File: src/rtl/status_framer.sv
// status_framer: snapshots CPU debug state on request and streams it as a UART byte frame.
// Define STATUS_FRAMER_CHECKSUM_EN to append an XOR checksum byte to every frame.
module status_framer #(
  parameter int         WORD_COUNT = 7,
  parameter logic [7:0] HEADER     = 8'hA5
) (
  input  logic                     clk_i,
  input  logic                     reset_i,
  input  logic                     req_i,
  input  logic [15:0]              state_i,
  input  logic [7:0]               flags_i,
  input  logic [32*WORD_COUNT-1:0] words_i,
  input  logic                     tx_complete_i,
  output logic                     tx_en_o,
  output logic [7:0]               tx_byte_o,
  output logic                     busy_o,
  output logic                     done_o
);
`ifdef STATUS_FRAMER_CHECKSUM_EN
  localparam int FRAME_LEN = 5 + 4 * WORD_COUNT;
`else
  localparam int FRAME_LEN = 4 + 4 * WORD_COUNT;
`endif
  localparam int IW = $clog2(FRAME_LEN);
  localparam logic [IW-1:0] LAST = IW'(FRAME_LEN - 1);
  typedef enum logic [1:0] {IDLE, SEND, WAIT, DONE} fsm_t;
  fsm_t fsm, fsm_nxt;
  logic [IW-1:0] idx;
  logic [15:0] snap_state;
  logic [7:0] snap_flags;
  logic [32*WORD_COUNT-1:0] snap_words;
  logic [7:0] byte_q, cur_byte;
  logic tc_q, tc_rise;
  logic [8*FRAME_LEN-1:0] frame;
  // Byte i of the frame lives at frame[8i+7:8i]; words are already little-endian packed.
`ifdef STATUS_FRAMER_CHECKSUM_EN
  logic [7:0] csum;
  assign frame = {csum, snap_words, snap_flags, snap_state[7:0], snap_state[15:8], HEADER};
`else
  assign frame = {snap_words, snap_flags, snap_state[7:0], snap_state[15:8], HEADER};
`endif
  assign cur_byte  = frame[{idx, 3'b000} +: 8];
  assign tc_rise   = tx_complete_i & ~tc_q;
  assign tx_en_o   = fsm != SEND;
  assign tx_byte_o = fsm == SEND ? cur_byte : byte_q;
  assign busy_o    = fsm == SEND || fsm == WAIT;
  assign done_o    = fsm == DONE;
  always_ff @(posedge clk_i or negedge reset_i)
    if (!reset_i) fsm <= IDLE;
    else fsm <= fsm_nxt;
  always_comb begin
    fsm_nxt = fsm;
    case (fsm)
      IDLE:    fsm_nxt = req_i ? SEND : IDLE;
      SEND:    fsm_nxt = WAIT;
      WAIT:    fsm_nxt = tc_rise ? (idx == LAST ? DONE : SEND) : WAIT;
      default: fsm_nxt = IDLE;
    endcase
  end
  always_ff @(posedge clk_i or negedge reset_i)
    if (!reset_i) begin
      idx        <= '0;
      tc_q       <= 1'b0;
      byte_q     <= 8'h00;
      snap_state <= '0;
      snap_flags <= '0;
      snap_words <= '0;
`ifdef STATUS_FRAMER_CHECKSUM_EN
      csum       <= 8'h00;
`endif
    end else begin
      tc_q <= tx_complete_i;
      if (fsm == IDLE && req_i) begin
        snap_state <= state_i;
        snap_flags <= flags_i;
        snap_words <= words_i;
        idx        <= '0;
`ifdef STATUS_FRAMER_CHECKSUM_EN
        csum       <= 8'h00;
`endif
      end
      if (fsm == SEND) begin
        byte_q <= cur_byte;
`ifdef STATUS_FRAMER_CHECKSUM_EN
        csum   <= csum ^ cur_byte;
`endif
      end
      if (fsm == WAIT && tc_rise && idx != LAST) idx <= idx + 1'b1;
    end
endmodule

File: config.mk
export PLATFORM = sky130hd
export DESIGN_NAME = status_framer
export DESIGN_NICKNAME = d
export VERILOG_FILES = /design/src/rtl/status_framer.sv
export SDC_FILE = /design/constraint.sdc
export NUM_CORES = 1
export LEC_CHECK = 0
export CAP_MARGIN = 20
export CORE_ASPECT_RATIO = 0.5
export CORE_UTILIZATION = 43
export DETAILED_ROUTE_END_ITERATION = 7
export GPL_ROUTABILITY_DRIVEN = 0
export PLACE_DENSITY = 0.7
export SLEW_MARGIN = 20
export SYNTH_ARGS = -nofsm -noshare
export SYNTH_HDL_FRONTEND = slang
export SYNTH_SLANG_ARGS = --single-unit
File: constraint.sdc
create_clock -name clk_i -period 3.25 [get_ports clk_i]
set_clock_uncertainty 0.2 [all_clocks]
set_input_delay 0.4875 -clock clk_i [delete_from_list [all_inputs] [get_ports clk_i]]
set_output_delay 0.4875 -clock clk_i [all_outputs]
set_load 0.01 [all_outputs]
==> results.py <==
metrics = {
    "power_and_ir_drop": {
        "p_leak_uw": 0.006578,
        "ir_drop_mv": 0.4715,
        "powerDensity_nw_per_um2": 899.6,
    },
    "floorplanning": {
        "die_y_um": 119.9,
        "dieArea_um2": 28530,
        "io_pins": 263,
        "die_w_um": 237.9,
        "rows": 42,
        "initial_utilization_pct": 44.55,
        "core_um2": 26850,
    },
    "synthesis": {
        "synth-edff-count": 0,
        "synth_area_um2": 11960,
        "yosysTopAreaCellShare_pct": 55.22,
        "synth_cell_types": 42,
        "synth_top_cells_by_count": "264 x dfrtp_1, 259 x mux2_2, 41 x mux4_2, 28 x buf_2, 20 x nand2_1",
        "syn_nets": 1043,
        "synth_top_family_by_area": "multiplexers",
        "yosysTopAreaCell": "dfrtp_1",
        "yosys_warnings": 0,
        "synth_area_leaders": "dfrtp_1 55%, mux2_2 24%, mux4_2 7.7%",
        "synth-simple-area-share_pct": 2.939,
        "synth_xor_area_share_pct": 0,
        "synthMuxAreaShare_pct": 34.78,
        "seq_area_frac_synth_pct": 55.22,
        "netlist_instances": 785,
        "synthFlopType": "dfrtp_1",
        "synthMostInstantiatedCell": "dfrtp_1",
        "synth_compound_area_share_pct": 3.598,
        "synth-seq-cells": 264,
        "synthAdderAreaFrac_pct": 0.6275,
        "synth_area_per_cell_um2": 15.24,
        "async_flop_share_pct": 100.0,
    },
    "clock_tree": {
        "cts_sinks": 264,
        "htree_levels": 1,
        "clock_path_buffers": 3,
        "root_buffer": "clkbuf_16",
        "cts.clk_slew.worst_paths_ns": 0.07,
        "clk_latency_ns": 0.53,
        "cts_tree": "yes",
        "cts_buffers": 24,
    },
    "cells_and_area": {
        "drive_gt1_share_pct": 41.05,
        "area_growth_pct": 37.68,
        "nFillCells": 2006,
        "final_area_um2": 16470,
        "final_util_pct": 61.34,
        "nNetsFinal": 1329,
    },
    "drt": {
        "drt_pre_antenna_iters": 5,
        "wl_per_cell_um": 22.02,
        "ant_nets": 0,
        "drt-initial-drc-count": 586,
        "vias_per_cell": 5.345,
        "vias": 7825,
        "wl_um": 32240,
        "route.detailed.drc": 0,
    },
    "global_route": {
        "antenna_found_initial": 1,
        "grt_overflow": 0,
        "grt_max_degree": 109,
        "gr-usage-all-layers_pct": 22.81,
        "grt_pass1_wl_um": 48900,
        "grt_pass1_vias": 8360,
    },
    "setup_path": {
        "slowest_delay_ns": 0.54,
        "critPathArrivalTime_ns": 2.55,
        "crit_path_top_delay_cell": "dfrtp_4",
        "worstSetupPathType": "reg -> out",
        "end_kind": "primary output",
        "critical_path.most_common_cell": "buf_6",
        "worstPathMaxFanout": 9,
        "worstPathRequired_ns": 2.56,
        "worstSetupStartpointType": "flip-flop",
        "path_cells": "buf_12 > buf_6 > mux4_2 > nor2b_1 > o31ai_2 > o221a_4 > buf_6",
    },
    "sta": {
        "fmax_mhz": 308.5,
        "slew_violations": 0,
        "timing.final.crit_period_ns": 3.241,
        "tightestPinTransition_ns": 0.6278,
        "hold_violations": 0,
        "fin_crit_sh_pct": 99.74,
        "slew_headroom_pct": 58.15,
        "setup_viol": 0,
        "rsz0062_at_grt": "true",
    },
    "min_path": {
        "worstHoldPathType": "in -> async",
    },
    "status": {
        "status": "finished clean",
    },
    "placed_design": {
        "placed_cell_area_um2": 15150,
        "post-dp-hpwl_um": 23360,
        "portBuffers": 262,
    },
    "job": {
        "max-cap-violations": 0,
    },
}
==> cell families (layout without fill, tap and decap cells) <==
| family | after synthesis | in the layout |
|---|---|---|
| adders and majority gates | 6 | 6 |
| buffers and inverters | 61 | 365 |
| muxes | 324 | 324 |
| DFF | 264 | 264 |
| and+or+nand+nor | 69 | 69 |
| other | 0 | 1 |
| AOI/OAI and AO/OA | 61 | 61 |
==> sequential cells by signal, indices dropped and copies added, names as in the netlist <==
| name | count |
|---|---|
| snap_words | 224 |
| snap_state | 16 |
| byte_q | 8 |
| snap_flags | 8 |
| idx | 5 |
| fsm | 2 |
| tc_q | 1 |
==> metrics by stage <==
stage	setup slack, ns	TNS, ns	instances	power (µW)	hold slack, ns
2_1_floorplan	0.8606	0	785	9411	-0.008091
3_3_place_gp	-0.03114	-0.03114	1406	11010	0.2357
3_5_place_dp	-0.01838	-0.01838	1406	11210	0.2323
4_1_cts	-0.07398	-0.07398	1456	14580	0.2660
5_1_grt	-0.06260	-0.2013	1464	15560	0.2825
6_report	0.008529	0	1464	14820	0.2590
==> layout make-up <==
| cell class | instances | area, µm² | share of cell area [%] |
|---|---|---|---|
| inverter | 7 | 26.28 | 0.1595 |
| clock inverter | 7 | 110.1 | 0.6684 |
| multi-input combinational | 460 | 5286 | 32.09 |
| antenna | 1 | 2.502 | 0.01519 |
| timing repair buffer | 314 | 3244 | 19.70 |
| clock buffer | 37 | 720.7 | 4.375 |
| sequential | 264 | 6614 | 40.15 |
| tap | 374 | 467.9 | 2.841 |
==> worst paths after layout <==
check	start	end	slack [ns]	cells past startpoint
setup / recovery	idx[0]	tx_byte_o[1]	0.009	7
hold / removal	reset_i	snap_words[44]	0.26	2
setup reg to reg	idx[0]	idx[3]	0.43	11
hold reg to reg	snap_words[119]	snap_words[119]	0.30	1
max in group asynchronous	reset_i	snap_words[73]	1.79	3
min in group clk_i	tx_complete_i	tc_q	0.29	1
==> critical path, delay by kind of cell, from the launching register on <==
family,cells,cell delay [ns]
compound gates,2,0.67
mux,1,0.34
simple gates,1,0.06
buf+inv,3,0.41
flops,1,0.54
==> routing by layer <==
| layer | part of all wire, % | up-vias | track usage, % |
|---|---|---|---|
| met5 | 0 | - | 0 |
| met4 | 1.8 | 0 | 4.839 |
| met3 | 4.1 | 38 | 3.405 |
| met2 | 48 | 176 | 37.10 |
| met1 | 46 | 4105 | 32.57 |
| li1 | - | 3506 | - |
==> what timing repair did <==
action                     4_1_cts  5_1_grt
gates resized for setup         70       40
hold endpoints to repair        48        0
cloned                           3        1
pin swaps                       13       15
setup endpoints to repair        8        7
hold buffers                     1        0
buffers inserted                 4        6
==> where the power goes <==
part | total, µW | switching (µW) | internal [µW]
logic | 5980 | 2360 | 3610
registers | 5850 | 902 | 4950
clock network | 2990 | 1230 | 1760
==> layout by cell type, fill, tap and decap left out, drive strengths merged, types with 3 or more instances in the layout <==
master	instances
clkdlybuf4s50	253
o21ai	13
ha	6
a221oi	9
mux4	46
o221a	3
or4	3
dfrtp	264
nor2b	10
or3	3
nor2	13
inv	7
nand2	20
a22oi	5
mux2i	19
mux2	259
clkbuf	39
nand4	3
nor3	3
o22ai	3
buf	57
a31o	3
o32ai	3
a31oi	5
nand2b	5
bufinv	3
a21oi	8
o31ai	3
clkinv	4
Note: power is estimated with default switching activity, not from simulation.
